File: src/rtl/seq_sub_16_if.sv
// rtl/seq_sub_16_if.sv - operand/result/handshake bundle for seq_sub_16
//
// Signals:
//   start        request pulse
//   A, B, bin    16-bit minuend, 16-bit subtrahend, borrow-in
//   D, bout      16-bit difference, borrow-out
//   busy, done   operation in progress, one-cycle completion pulse
//   ovf          signed overflow, present only when SEQ_SUB_OVF_EN is defined
// Modports: master drives the request side, slave is the subtractor.
interface seq_sub_16_if;
    logic        start;
    logic [15:0] A;
    logic [15:0] B;
    logic        bin;
    logic [15:0] D;
    logic        bout;
    logic        busy;
    logic        done;
`ifdef SEQ_SUB_OVF_EN
    logic        ovf;

    modport master (output start, A, B, bin, input D, bout, busy, done, ovf);
    modport slave  (input start, A, B, bin, output D, bout, busy, done, ovf);
`else
    modport master (output start, A, B, bin, input D, bout, busy, done);
    modport slave  (input start, A, B, bin, output D, bout, busy, done);
`endif
endinterface

File: src/rtl/seq_sub_16.sv
// rtl/seq_sub_16.sv - 16-bit sequential subtractor, one 4-bit slice per clock
//
// Computes D = (A - B - bin) mod 2^16 and bout = (A < B + bin) over four
// cycles behind a start/busy/done handshake.
// Ports:
//   clk    rising-edge clock
//   rst_n  asynchronous active-low reset
//   bus    seq_sub_16_if.slave (start, A, B, bin in; D, bout, busy, done out)
// Option macro: SEQ_SUB_OVF_EN adds bus.ovf, the signed two's-complement
// overflow flag, registered and updated together with D.
module seq_sub_16 (
    input  logic          clk,
    input  logic          rst_n,
    seq_sub_16_if.slave   bus
);

    typedef enum logic [1:0] {
        IDLE = 2'd0,
        RUN  = 2'd1,
        DONE = 2'd2
    } state_t;

    state_t      state;
    state_t      state_nxt;
    logic        busy_q;
    logic        busy_nxt;
    logic        done_q;
    logic        done_nxt;
    logic        load;

    // Operands shift right one nibble per RUN cycle so the active slice is
    // always in bits [3:0]; the partial result fills from the top.
    logic [15:0] a_q;
    logic [15:0] b_q;
    logic [11:0] res_q;
    logic [1:0]  k_q;
    logic        borrow_q;
    logic [15:0] d_q;
    logic        bout_q;
    logic [4:0]  diff;
    logic        last;

    // 5-bit subtraction; bit 4 is the borrow out of this slice.
    assign diff = {1'b0, a_q[3:0]} - {1'b0, b_q[3:0]} - {4'd0, borrow_q};
    assign last = (k_q == 2'd3);

    always_ff @(posedge clk or negedge rst_n) begin
        if (!rst_n) begin
            state  <= IDLE;
            busy_q <= 1'b0;
            done_q <= 1'b0;
        end else begin
            state  <= state_nxt;
            busy_q <= busy_nxt;
            done_q <= done_nxt;
        end
    end

    always_comb begin
        state_nxt = state;
        busy_nxt  = 1'b0;
        done_nxt  = 1'b0;
        load      = 1'b0;
        case (state)
            IDLE, DONE: begin
                if (bus.start) begin
                    state_nxt = RUN;
                    busy_nxt  = 1'b1;
                    load      = 1'b1;
                end else begin
                    state_nxt = IDLE;
                end
            end
            RUN: begin
                // start is deliberately not looked at here
                if (last) begin
                    state_nxt = DONE;
                    done_nxt  = 1'b1;
                end else begin
                    busy_nxt  = 1'b1;
                end
            end
            default: state_nxt = IDLE;
        endcase
    end

`ifdef SEQ_SUB_OVF_EN
    logic ovf_q;
`endif

    always_ff @(posedge clk or negedge rst_n) begin
        if (!rst_n) begin
            a_q      <= 16'd0;
            b_q      <= 16'd0;
            res_q    <= 12'd0;
            k_q      <= 2'd0;
            borrow_q <= 1'b0;
            d_q      <= 16'd0;
            bout_q   <= 1'b0;
`ifdef SEQ_SUB_OVF_EN
            ovf_q    <= 1'b0;
`endif
        end else if (load) begin
            a_q      <= bus.A;
            b_q      <= bus.B;
            borrow_q <= bus.bin;
            k_q      <= 2'd0;
        end else if (state == RUN) begin
            a_q      <= {4'd0, a_q[15:4]};
            b_q      <= {4'd0, b_q[15:4]};
            res_q    <= {diff[3:0], res_q[11:4]};
            borrow_q <= diff[4];
            k_q      <= k_q + 2'd1;
            if (last) begin
                d_q    <= {diff[3:0], res_q};
                bout_q <= diff[4];
`ifdef SEQ_SUB_OVF_EN
                // On the last slice a_q[3]/b_q[3] hold the original sign bits.
                ovf_q  <= (a_q[3] != b_q[3]) && (diff[3] != a_q[3]);
`endif
            end
        end
    end

    assign bus.D    = d_q;
    assign bus.bout = bout_q;
    assign bus.busy = busy_q;
    assign bus.done = done_q;
`ifdef SEQ_SUB_OVF_EN
    assign bus.ovf  = ovf_q;
`endif

endmodule

File: src/flat_wrapper.sv
// flat-port wrapper written by rule: the top's interface ports become plain ports
module seq_sub_16_flat 
  (clk, rst_n, bus_start, bus_A, bus_B, bus_bin, bus_D, bus_bout, bus_busy, bus_done);
  seq_sub_16_if bus_i ();
  input  logic clk;
  input  logic rst_n;
  input wire logic [$bits(bus_i.start)-1:0] bus_start;
  input wire logic [$bits(bus_i.A)-1:0] bus_A;
  input wire logic [$bits(bus_i.B)-1:0] bus_B;
  input wire logic [$bits(bus_i.bin)-1:0] bus_bin;
  output wire logic [$bits(bus_i.D)-1:0] bus_D;
  output wire logic [$bits(bus_i.bout)-1:0] bus_bout;
  output wire logic [$bits(bus_i.busy)-1:0] bus_busy;
  output wire logic [$bits(bus_i.done)-1:0] bus_done;
  assign bus_i.start = bus_start;
  assign bus_i.A = bus_A;
  assign bus_i.B = bus_B;
  assign bus_i.bin = bus_bin;
  assign bus_D = bus_i.D;
  assign bus_bout = bus_i.bout;
  assign bus_busy = bus_i.busy;
  assign bus_done = bus_i.done;
  seq_sub_16 u_core (.clk(clk), .rst_n(rst_n), .bus(bus_i));
endmodule
File: config.mk
export PLATFORM = sky130hd
export DESIGN_NAME = seq_sub_16_flat
export DESIGN_NICKNAME = d
export VERILOG_FILES = /design/src/rtl/seq_sub_16_if.sv /design/src/rtl/seq_sub_16.sv /design/src/flat_wrapper.sv
export SDC_FILE = /design/constraint.sdc
export NUM_CORES = 1
export LEC_CHECK = 0
export CAP_MARGIN = 20
export CORE_UTILIZATION = 40
export DETAILED_ROUTE_END_ITERATION = 7
export PLACE_DENSITY = 0.61
export SLEW_MARGIN = 20
export SYNTH_ARGS = -nofsm -noshare
export SYNTH_HDL_FRONTEND = slang
export SYNTH_SLANG_ARGS = --single-unit
File: constraint.sdc
create_clock -name clk -period 3.7 [get_ports clk]
set_clock_uncertainty 0.1 [all_clocks]
set_input_delay 0.74 -clock clk [delete_from_list [all_inputs] [get_ports clk]]
set_output_delay 0.74 -clock clk [all_outputs]
set_load 0.02 [all_outputs]
### Yosys cells after proc, flatten, opt, wreduce, memory -nomap -nowiden

Index checks and enable logic that the tools add are counted.

* latch bits: 0
* logic and storage cells: 40
* register bits: 68
* ROM bits: 0
* memories: 0
* output and inout port bits: 19
* bits of input ports: 36
* bits in writable memories: 0

* shift-type cells: 0
* $lt $le $gt $ge: 0
* div/mod/pow operators: 0
* reduce and logical (&&, ||, !) cells: 5
* $add $sub $neg: 3
* eq/ne operators: 4
* bitwise operators: 1
* mux-type cells: 17
* $mul: 0

Operators with widths (number)
* $mux W16: 4
* $mux W1: 8
* $mux W2: 3
* $sub A4 B4 Y5: 1
* $sub A5 B1 Y5: 1
* $eq A2 B2 Y1 const B: 2
* $pmux W2 S2: 1
* $reduce_and A3 Y1: 1
* $add A2 B1 Y2 const B: 1
* $eq A2 B1 Y1 const B: 1
* $logic_not A2 Y1: 1
* $ne A2 B1 Y1 const B: 1
* $pmux W1 S2: 1
* $reduce_and A2 Y1: 1
* $reduce_bool A2 Y1: 1
* $reduce_or A2 Y1: 1
* $not A1 Y1: 1

### Depth between registers and ports, before layout

Gate-level depths: netlist of the first run.

* depth in word-level cells: 5
* mapped depth: 7
* depth with buffers taken out: 7

### Least setup slack after synthesis of the first run

No wires, ideal clock.

* kind: register to register
* start: register u_core.borrow_q
* end: register u_core.borrow_q
* setup time: 0.139 ns
* clock period less this slack: 1.773 ns
* buffers on the path: 0
* required time: 3.461 ns
* slack: 1.927 ns
* cell stages (with the launch flop): 8
* arrival: 1.534 ns
* path through: dfrtp_1 > inv_1 > fa_1 > inv_1 > fa_1 > a21bo_2 > a2bb2oi_1 > o221ai_1

* word-level cells in the longest chain between the ends: 3

RTL lines
* from (decl): line seq_sub_16.sv:37 `logic borrow_q;`
* from (signal assigned): line seq_sub_16.sv:106 `borrow_q <= bus.bin;`
* from (signal assigned): line seq_sub_16.sv:112 `borrow_q <= diff[4];`
* $sub A5 B1 Y5: line seq_sub_16.sv:44 `assign diff = {1'b0, a_q[3:0]} - {1'b0, b_q[3:0]} - {4'd0, borrow_q};`
* $mux W1: line seq_sub_16.sv:108 `end else if (state == RUN) begin`
* $mux W1: line seq_sub_16.sv:103 `end else if (load) begin`

Every way passes these cells. The select of a mux whose other input is x is not followed.
A chain may end at the register's enable or synchronous reset.

### Final worst setup path of the first run

* start: input bus_start
* end: register u_core.a_q[0]

* word-level cells in the longest chain between the ends: 3
* elaborated cells on any way between the ends: 4
* those cells by class: mux (3); reduce/logical (1)

RTL lines
* from (decl): line flat_wrapper.sv:7 `input wire logic [$bits(bus_i.start)-1:0] bus_start;`
* $mux W1 (*): line seq_sub_16.sv:66 `if (bus.start) begin`
* $mux W1 (*): line seq_sub_16.sv:64 `case (state)`
* $mux W16 / $reduce_bool A2 Y1 (equally long branches)
* to (signal assigned): line seq_sub_16.sv:104 `a_q <= bus.A;`
* to (signal assigned): line seq_sub_16.sv:109 `a_q <= {4'd0, a_q[15:4]};`
* to (decl): line seq_sub_16.sv:33 `logic [15:0] a_q;`

Mark *: on every way between the ends. The rest lies on a longest branch, timed or not.

==> run_results.csv, run 1 <==
group,metric,value,unit
outcome,status,"completed",
drt,avgViaCountPerCell,4.97,
placed_design,place_inst,396,
pwr,p_switching,1230,uW
floorplan,die_area,0.00762,sq mm
timing,finalCriticalPeriod,2.19,ns
clock_network,cts_root_buf,"clkbuf_8",
clock_network,cts_hold_buf,0,
synthesis,synthMuxAreaShare,6.32,%
timing,tightest_slew,0.998,ns
pwr,power.share.sequential,37.6,%
synthesis,ys_ff_latch,68,
synthesis,ys_seq_area_share,58.5,%
drt,vias,2044,
timing,finalHoldViolations,0,
pwr,power_leakage,0.00179,uW
clock_network,cts_sinks,68,
pwr,swShare,36.5,%
final_layout,final_nets,354,
worst_hold_path,hp-class,"in2async",
global_route,grt_max_degree,26,
synthesis,synthesis.area,0.00291,sq mm
final_layout,fin_cells,411,
global_route,grt_pass1_wl,9640,microns
flow_run,max_cap_viol_count,0,
global_route,grt_overflow,0,
timing,setup_viol,0,
placed_design,hpwl,3760,microns
placed_design,port_buffers,54,
floorplan,io_pins,55,
synthesis,synth_top_family_by_area,"simple AND/OR/NAND/NOR gates",
timing,slew_viol_final,0,
critical_path,critPathMaxFanout,20,
synthesis,synth-edff-count,0,
synthesis,synth_compound_area_share,13.0,%
critical_path,critical_path_class,"in2reg",
global_route,antenna_found_initial,0,
floorplan,die_h,87.3,microns
final_layout,syn2layout_area_growth,27.6,%
floorplan,rows,30,
clock_network,cts_setup_buffers,0,
pwr,power.density,912,mW/mm^2
floorplan,start_util,42.1,%
synthesis,synth_xor_area_share,0.301,%
drt,drt_first_pass_iters,4,
synthesis,synthesis.nets,299,
final_layout,diodes,0,
global_route,grt.met3_usage,5.78,%
synthesis,synthCells,256,
pwr,internal_power,2150,uW
synthesis,netlist_top_cells_area,"dfrtp_1 (58%), nand2_1 (7.2%), a22oi_1 (6.2%)",
global_route,grtUsageTotal,16.8,%
drt,drt-initial-drc-count,78,
global_route,grt_pass1_vias,1979,
pwr,clockPowerShare,18.2,%
pwr,comb_power_share,44.1,%
timing,slew_headroom,33.1,%
floorplan,core_area,0.00691,sq mm
placed_design,routabilityCongestion,0.742,
global_route,grtUsageMet1,22.2,%
clock_network,cts_buffer_depth,2,
clock_network,cts_tree,"built",
critical_path,cp.required,3.87,ns
critical_path,timing.critical_path.to_type,"register",
synthesis,yosys.area_share.adder,3.53,%
final_layout,drive_gt1_share,12.1,%
drt,wire_per_inst,13.5,microns
critical_path,worstSetupStartpointType,"input port",
timing,fmax,457,MHz
clock_network,insertion_delay,0.33,ns
critical_path,worst_ep_arrival_time,2.35,ns
drt,antenna_left,0,
clock_network,h-tree-depth,3,
synthesis,synth_flop_cell,"dfrtp_1",
timing,tns,0,ns
timing,grt_setup_unrepaired,"no",
pwr,ir_drop,359,uV
final_layout,fin_util,53.7,%
clock_network,ctsResizeCount,0,
synthesis,syn-mean-instance-area,11.4,sq um
synthesis,synth-simple-area-share,13.0,%
synthesis,synth_warnings,0,
global_route,grt_use_met2,25.9,%
drt,drt-total-wl,5560,microns
global_route,grt.busiest_layer,"met2",
timing,final.period_utilization,59.1,%
floorplan,die_w,87.3,microns
synthesis,synth_largest_area_cell,"dfrtp_1",
drt,route.detailed.drc,0,
synthesis,ys_types,29,
clock_network,clk_pin_slew,0.07,ns
synthesis,synth.top_cell.area_share,58.5,%
clock_network,cts_buffers,9,
synthesis,ys_async_sr_fraction,100,%
-- Yosys cell counts (2+ instances only) --
| master | number |
|---|---|
| o21ai_1 | 2 |
| inv_1 | 13 |
| o31ai_1 | 2 |
| nor2b_1 | 2 |
| ha_1 | 5 |
| nand2b_1 | 2 |
| a22o_1 | 9 |
| a22oi_1 | 24 |
| buf_6 | 2 |
| clkbuf_1 | 3 |
| nand2_1 | 56 |
| mux2_4 | 10 |
| mux2_2 | 3 |
| buf_4 | 7 |
| nand3_1 | 20 |
| buf_2 | 4 |
| fa_1 | 2 |
| o21ai_0 | 12 |
| dfrtp_1 | 68 |
-- cell families (layout without fill, tap and decap cells) --
kind of cell | count (synthesis) | in the layout
buffers and inverters | 29 | 88
multiplexers | 13 | 13
flip-flops | 68 | 68
AO/OA/AOI/OAI | 53 | 53
adder cells (fa/ha/maj) | 7 | 7
AND/OR/NAND/NOR | 85 | 85
XOR/XNOR | 1 | 1
-- placed cells by master (no fill, tap or decap), drive strengths merged --
cell type,count
a21bo,1
a22o,9
a22oi,24
a2bb2oi,1
a31oi,1
and3b,1
and4,1
buf,7
bufinv,1
clkbuf,14
clkdlybuf4s50,53
dfrtp,68
fa,2
ha,5
inv,13
mux2,13
nand2,56
nand2b,2
nand3,20
nand3b,1
nor2,2
nor2b,2
o21ai,14
o221ai,1
o31ai,2
xor2,1
-- power by group through the flow --
stage                     Combinational [uW]  Sequential [uW]  Clock [uW]
after floorplan                          982             1370           0
after global placement                  1480             1280           0
after detailed placement                1520             1290           0
after CTS                               1520             1280         639
after global routing                    1680             1320         677
final                                   1490             1270         617
-- stage by stage --
stage / hold slack (ns) / area (sq um) / setup slack [ns] / power (uW)
after global placement: 0.356 / 3510 / 1.18 / 2770
after floorplan: 0.342 / 2910 / 1.93 / 2350
final: 0.291 / 3710 / 1.51 / 3390
after detailed placement: 0.363 / 3510 / 1.15 / 2810
after global routing: 0.321 / 3710 / 1.43 / 3680
after CTS: 0.293 / 3710 / 1.52 / 3440
-- worst max-delay path, cell delays in order --
cell             delay, ns
clkdlybuf4s50_1       0.47
nor2b_2               0.54
buf_4                 0.36
a22oi_1               0.12
nand2_1               0.12
-- cell type report --
type                            instances  area, sq um
Clock buffer                           14          173
Clock inverter                          1         30.0
Fill cell                             645         3200
Inverter                               13         48.8
Multi-Input combinational cell        159         1060
Sequential cell                        68         1700
Tap cell                               96          120
Timing Repair Buffer                   60          581
-- sequential cells by signal, summed over array words and instances, names as in the netlist --
name             cells
u_core.res_q        12
u_core.bus.bout      1
u_core.borrow_q      1
u_core.a_q          16
u_core.bus.done      1
u_core.bus.busy      1
u_core.state         2
u_core.b_q          16
u_core.bus.D        16
u_core.k_q           2
-- path summary, 6_finish.rpt --
kind	from	end	slack, ns	depth (start not counted)
setup / recovery	bus_start	u_core.a_q[0]	1.51	5
hold / removal	rst_n	u_core.res_q[0]	0.29	1
setup reg to reg	u_core.b_q[0]	u_core.borrow_q	1.69	7
hold reg to reg	u_core.res_q[2]	u_core.res_q[2]	0.38	2
max in group asynchronous	rst_n	u_core.bus.done	2.50	2
min in group clk	u_core.res_q[2]	u_core.res_q[2]	0.38	2
-- per-layer routing --
| metal | routed length [microns] | share of wire, % | vias to the layer above |
|---|---|---|---|
| met2 | 2520 | 45 | 64 |
| met1 | 2670 | 48 | 980 |
| met3 | 314 | 5.6 | 6 |
| li1 | - | - | 994 |
| met4 | 62 | 1.1 | 0 |
| met5 | 0 | 0 | - |
Note: power is estimated with default switching activity, not from simulation.
==> inputs of run 2 (changes only) <==
==> constraint.sdc (replaced) <==
create_clock -name clk -period 2.2 [get_ports clk]
set_clock_uncertainty 0.1 [all_clocks]
set_input_delay 0.44 -clock clk [delete_from_list [all_inputs] [get_ports clk]]
set_output_delay 0.44 -clock clk [all_outputs]
set_load 0.02 [all_outputs]
==> run_results.csv, run 2 (synthesis results as in run 1) <==
group,metric,value,unit
global_route,grt_pass1_vias,2068,
placed_design,placed_area,0.00356,sq mm
drt,drt_first_pass_iters,4,
timing,grt_setup_unrepaired,"no",
placed_design,routabilityCongestion,0.784,
timing,finalHoldViolations,0,
final_layout,final_nets,357,
timing,finalCriticalPeriod,1.92,ns
timing,slew_viol_final,0,
global_route,grtUsageTotal,16.6,%
final_layout,stdcell_area,0.00372,sq mm
critical_path,critical_path_class,"reg2reg",
critical_path,worst_ep_arrival_time,2.02,ns
placed_design,hpwl,3700,microns
clock_network,cts_sinks,68,
timing,tns,0,ns
final_layout,fillers,640,
pwr,power_leakage,0.00180,uW
clock_network,cts_root_buf,"clkbuf_8",
placed_design,port_buffers,54,
worst_hold_path,hp-class,"in2async",
pwr,ir_drop,503,uV
timing,slew_headroom,65.5,%
final_layout,syn2layout_area_growth,28.0,%
clock_network,insertion_delay,0.33,ns
clock_network,cts_setup_buffers,0,
timing,final.period_utilization,87.3,%
clock_network,h-tree-depth,3,
timing,tightest_slew,0.515,ns
clock_network,clk_pin_slew,0.07,ns
global_route,antenna_found_initial,0,
floorplan,die_h,87.3,microns
global_route,grt_max_degree,69,
critical_path,worstSetupStartpointType,"register",
clock_network,cts_tree,"built",
floorplan,rows,30,
floorplan,io_pins,55,
global_route,grt_overflow,0,
flow_run,max_cap_viol_count,0,
drt,antenna_left,0,
drt,route.detailed.drc,0,
drt,vias,2025,
final_layout,final_common_cell,"dfrtp_1",
drt,drt-initial-drc-count,114,
floorplan,die_w,87.3,microns
pwr,power.density,1510,mW/mm^2
timing,setup_viol,0,
drt,drt-total-wl,5460,microns
floorplan,core_area,0.00691,sq mm
outcome,status,"completed",
timing,fmax,521,MHz
clock_network,cts_buffers,9,
global_route,grt_pass1_wl,9650,microns
clock_network,cts_buffer_depth,2,
clock_network,ctsResizeCount,0,
critical_path,cp.required,2.30,ns
final_layout,mostFrequentLayoutCells,"dfrtp_1 (68), nand2_1 (56), clkdlybuf4s50_1 (53)",
critical_path,critPathMaxFanout,3,
drt,avgViaCountPerCell,4.89,
floorplan,die_area,0.00762,sq mm
drt,wire_per_inst,13.2,microns
clock_network,cts_hold_buf,0,
final_layout,drive_gt1_share,12.9,%
final_layout,diodes,0,
floorplan,start_util,42.1,%
critical_path,timing.critical_path.to_type,"register",
==> run 2: cell count changes in the layout (fill, tap and decap cells not counted), sizes merged <==
cell	change
buf	+3
bufinv	-1
clkbuf	-1
clkinv	+2
==> run 2: report_power, final <==
group	leakage (uW)	switching, uW	internal (uW)
registers	0.000852	318	1830
clock network	0.0000893	430	462
logic	0.000856	1350	1220
==> run 2: layer usage <==
layer / vias up / GRT usage, % / routed length (microns)
li1: 999 / - / -
met1: 945 / 22.4 / 2610
met2: 72 / 25.7 / 2500
met3: 9 / 4.36 / 268
met4: 0 / 6.26 / 82
met5: - / 0 / 0
==> run 2: worst max-delay path, cell delays in order (launching register included) <==
cell and delay [ns]:
dfrtp_1 0.37, inv_1 0.11, fa_1 0.21, inv_1 0.06, fa_1 0.40, a21bo_2 0.23
a2bb2oi_1 0.18, o221ai_1 0.14
==> run 2: worst paths after layout <==
check / from / to / slack, ns / cells after the start
max: u_core.b_q[0] / u_core.borrow_q / 0.28 / 7
min: rst_n / u_core.a_q[5] / 0.005 / 2
max reg2reg: u_core.b_q[0] / u_core.borrow_q / 0.28 / 7
min reg2reg: u_core.res_q[0] / u_core.res_q[0] / 0.38 / 2
max in group asynchronous: rst_n / u_core.bus.D[8] / 1.69 / 2
min in group clk: u_core.res_q[0] / u_core.res_q[0] / 0.38 / 2
==> run 2: cell type report <==
type                            count  area (sq um)  share of cell area (%)
Sequential cell                    68          1700                    45.7
Multi-Input combinational cell    159          1060                    28.4
Timing Repair Buffer               63           628                    16.9
Clock buffer                       13           159                    4.27
Tap cell                           96           120                    3.22
Inverter                           13          48.8                    1.31
Clock inverter                      2          10.0                   0.269
==> run 2: stage by stage <==
stage | instances | setup WS (ns) | hold slack, ns | total power (uW) | util, %
after global routing | 414 | 0.197 | 0.0503 | 6110 | 53.9
after global placement | 399 | 0.267 | 0.360 | 4730 | 51.5
after CTS | 414 | 0.278 | 0.0264 | 5690 | 53.9
after floorplan | 256 | 0.427 | 0.0444 | 3950 | -
final | 414 | 0.280 | 0.00491 | 5610 | 53.9
after detailed placement | 399 | 0.270 | 0.365 | 4780 | 51.5
==> patch 1: new RTL, settings of run 2 <==
Reset style: synchronous (`rst_n`), changed in 2 clocked blocks. Comments in the files are not updated.
--- a/src/rtl/seq_sub_16.sv
+++ b/src/rtl/seq_sub_16.sv
@@ -44,7 +44,7 @@
     assign diff = {1'b0, a_q[3:0]} - {1'b0, b_q[3:0]} - {4'd0, borrow_q};
     assign last = (k_q == 2'd3);
 
-    always_ff @(posedge clk or negedge rst_n) begin
+    always_ff @(posedge clk) begin
         if (!rst_n) begin
             state  <= IDLE;
             busy_q <= 1'b0;
@@ -88,7 +88,7 @@
     logic ovf_q;
 `endif
 
-    always_ff @(posedge clk or negedge rst_n) begin
+    always_ff @(posedge clk) begin
         if (!rst_n) begin
             a_q      <= 16'd0;
             b_q      <= 16'd0;
Behaviour: differs if rst_n is asserted again (counterexample within 4 cycles, from zero or initial values and one cycle with rst_n low); with rst_n held inactive, the same outputs for 10 cycles.
==> patch 1 against run 2 <==
- the flow now finishes with violations (setup timing)
- area after synthesis down 6.2%
- worst setup slack worse by 0.54 ns
- sequential cell count unchanged
- die area down 6.1%
- routed wire length up 6.4%
- fmax down 22%
- synthesized cell count up 20%
- final area down 5.4%
Power is not compared: it rests on default switching activity, and its combinational part moved more than twofold at a synthesized area within 25%.
==> patch 1: results <==
set metrics [dict create \
    grt_pass1_wl_um 10200 \
    first_iter_violations 101 \
    syn-num-nets 353 \
    relSlewSlack_pct 68.21 \
    synth_compound_area_share_pct 21.33 \
    ys_top_cells_by_area "dfxtp_1 (50%), nand2_1 (10%), a22oi_1 (9.1%)" \
    setup_violations 6 \
    cp_slowest_stage_delay_ns 0.55 \
    grt_max_degree 40 \
    critPathArrivalTime_ns 2.57 \
    seq_area_frac_synth_pct 49.91 \
    drive_gt1_share_pct 11.02 \
    ys.flop_type "dfxtp_1" \
    synthMuxAreaShare_pct 0 \
    dr.pass1.iters 6 \
    timing.rr.end "u_core.borrow_q$_SDFFE_PN0P_" \
    synthTopCellsByCount "nand2_1 (73), dfxtp_1 (68), a21oi_1 (40), a22oi_1 (33), nor2_1 (14)" \
    fin_ws_ns -0.2563 \
    routed_wl_um 5812 \
    gp_congestion 0.7464 \
    via_per_inst 5.032 \
    grtUsageTotal_pct 18.20 \
    place_ws_ns -0.2938 \
    reg2reg_depth 10 \
    cp_max_fo 2 \
    status "complete, but fails checks" \
    regToRegStartpoint "u_core.b_q[0]$_SDFFE_PN0P_" \
    synthAdderAreaFrac_pct 4.679 \
    hp-class "reg2reg" \
    synthXorXnorAreaFrac_pct 1.606 \
    grt_pass1_vias 2182 \
    leakagePower_nw 1.267 \
    fin_hold_ws_ns 0.3546 \
    cts_resized 1 \
    violations "setup timing" \
]
## patch 1: cell count changes in the layout (fill, tap and decap cells not counted), moves of 10 or more
cell     before  now
a21oi_1       0   38
dfrtp_1      68    0
dfxtp_1       0   66
mux2_4       10    0
nand2_1      56   73
nand3_1      20    2
nor2_1        1   14
## patch 1: kinds of logic (layout without fill, tap and decap cells)
| family | count (synthesis) | in the layout |
|---|---|---|
| xor gates and xnor gates | 5 | 5 |
| and+or+nand+nor | 101 | 101 |
| AOI/OAI and AO/OA | 91 | 91 |
| DFF | 68 | 68 |
| buffers and inverters | 34 | 89 |
| adders and majority gates | 9 | 9 |
## patch 1: through the flow
step / TNS [ns] / power (mW) / util, % / instances / area (um2)
after floorplan: -0.4838 / 1.614 / - / 308 / 2748
after global placement: -0.9201 / 1.743 / 51.49 / 424 / 3326
after detailed placement: -1.162 / 1.749 / 51.49 / 424 / 3326
after CTS: -0.9570 / 2.651 / 54.13 / 440 / 3496
after global routing: -1.327 / 2.785 / 54.53 / 440 / 3522
final: -0.8577 / 2.640 / 54.53 / 440 / 3522
## patch 1: metal layers
| layer | track usage, % | routed length [um] | vias to the layer above |
|---|---|---|---|
| met1 | 23.65 | 2754 | 1016 |
| met4 | 9.707 | 102 | 0 |
| li1 | - | - | 1136 |
| met2 | 27.72 | 2674 | 55 |
| met3 | 4.818 | 280 | 7 |
| met5 | 0 | 0 | - |
## patch 1: cell type report
| class | count | area [um2] |
|---|---|---|
| Inverter | 11 | 41.29 |
| Fill cell | 626 | 2937 |
| Multi-Input combinational cell | 206 | 1239 |
| Sequential cell | 68 | 1364 |
| Timing Repair Buffer | 62 | 613.1 |
| Clock inverter | 5 | 27.53 |
| Tap cell | 77 | 96.34 |
| Clock buffer | 11 | 141.4 |
==> patch 2: new RTL, config.mk and constraints of run 2 <==
Made on the original files. Re-encode `state_t` (3 states) as one-hot, 3 bits wide.
--- a/src/rtl/seq_sub_16.sv
+++ b/src/rtl/seq_sub_16.sv
@@ -14,10 +14,10 @@
     seq_sub_16_if.slave   bus
 );
 
-    typedef enum logic [1:0] {
-        IDLE = 2'd0,
-        RUN  = 2'd1,
-        DONE = 2'd2
+    typedef enum logic [2:0] {
+        IDLE = 3'b001,
+        RUN  = 3'b010,
+        DONE = 3'b100
     } state_t;
 
     state_t      state;
Check against the original RTL: same outputs for any inputs over 10 cycles, from zero or initial values and one cycle with rst_n low; not proved beyond that.
==> patch 2 against run 2 <==
- routed wire length up 8.2%
- sequential power down 2%
- worst setup slack worse by 0.056 ns
- cell count up 2.2%
- final area up 5.3%
- area after synthesis up 3.1%
- total power down 4.6%
- count of clock-buffer cells in the layout down 3
- sequential cell count up 1
- critical path depth unchanged
- largest cell class unchanged
==> patch 2: results <==
set metrics [dict create \
    synthTopCellsByCount "dfrtp_1 (68), nand2_1 (44), a221o_1 (24), and3_1 (24), o21ai_0 (18)" \
    timing.rr.end "u_core.borrow_q$_DFFE_PN0P_" \
    period_share_pct 89.83 \
    leakagePower_nw 1.885 \
    relSlewSlack_pct 54.17 \
    via_per_inst 5.092 \
    place_area_um2 3667 \
    post-dp-hpwl_um 4029 \
    fin_hold_ws_ns 0.3757 \
    grt_max_degree 36 \
    critPathArrivalTime_ns 2.07 \
    gp_congestion 0.7171 \
    cts_hold_buf 1 \
    wire_per_inst_um 13.97 \
    irDropWorstVdd_mv 0.4498 \
    n_antenna_cell 0 \
    fillers 668 \
    first_iter_violations 72 \
    slowest_stage "fa_1" \
    hp-class "reg2reg" \
    ys_top_cells_by_area "dfrtp_1 (57%), a221o_1 (8.0%), nand2_1 (5.5%)" \
    r2r_slack_ns 0.22 \
    vias 2154 \
    nets 364 \
    seq_area_frac_synth_pct 57.61 \
    place_ws_ns -0.1678 \
    drive_gt1_share_pct 13.58 \
    grt_pass1_wl_um 10240 \
    dp.cells 406 \
    syn-num-nets 308 \
    grtUsageTotal_pct 17.41 \
    status "finished clean" \
    synth_cells 263 \
]
## patch 2: cell count changes in the layout (fill, tap and decap cells not counted), sizes merged, moves of 3 or more
cell / run 2 / this run
a22o: 9 / 0
a221o: 0 / 24
clkbuf: 13 / 10
o21ai: 14 / 18
nand2: 56 / 44
and3: 0 / 24
bufinv: 0 / 3
a22oi: 24 / 0
nand3: 20 / 11
## patch 2: kinds of logic (layout without fill, tap and decap cells)
kind of cell | Yosys count | in the layout | share of synthesized area, %
simple gates | 89 | 89 | 14.89
flops | 69 | 69 | 57.61
compound gates | 50 | 50 | 13.31
buf+inv | 30 | 91 | 3.921
mux | 13 | 13 | 4.881
fa+ha+maj | 9 | 9 | 4.255
xor+xnor | 3 | 3 | 1.127
## patch 2: worst register-to-register path: stages (launching register included)
cell and delay, ns:
dfrtp_1 0.38, inv_1 0.08, fa_1 0.21, inv_1 0.06
fa_1 0.41, a21bo_2 0.24, a2bb2oi_1 0.22, o221ai_1 0.14
## patch 2: final cells by class
cell class | count | area (um2) | area share, %
Clock inverter | 6 | 111.4 | 2.838
Timing Repair Buffer | 63 | 618.1 | 15.75
Clock buffer | 10 | 127.6 | 3.253
Multi-Input combinational cell | 164 | 1170 | 29.82
Tap cell | 99 | 123.9 | 3.157
Inverter | 12 | 45.04 | 1.148
Sequential cell | 69 | 1728 | 44.04
## patch 2: layer usage
layer	global-route usage, %	part of all wire [%]
met4	5.279	1.1
met1	22.44	48
met2	28.46	47
met3	5.131	4.1
met5	0	0
## patch 2: power by group
part / switching, mW / total [mW] / internal [mW]
combinational: 1.05 / 2.02 / 0.968
clock: 0.479 / 1.23 / 0.753
sequential: 0.324 / 2.11 / 1.78
total: 1.85 / 5.36 / 3.50
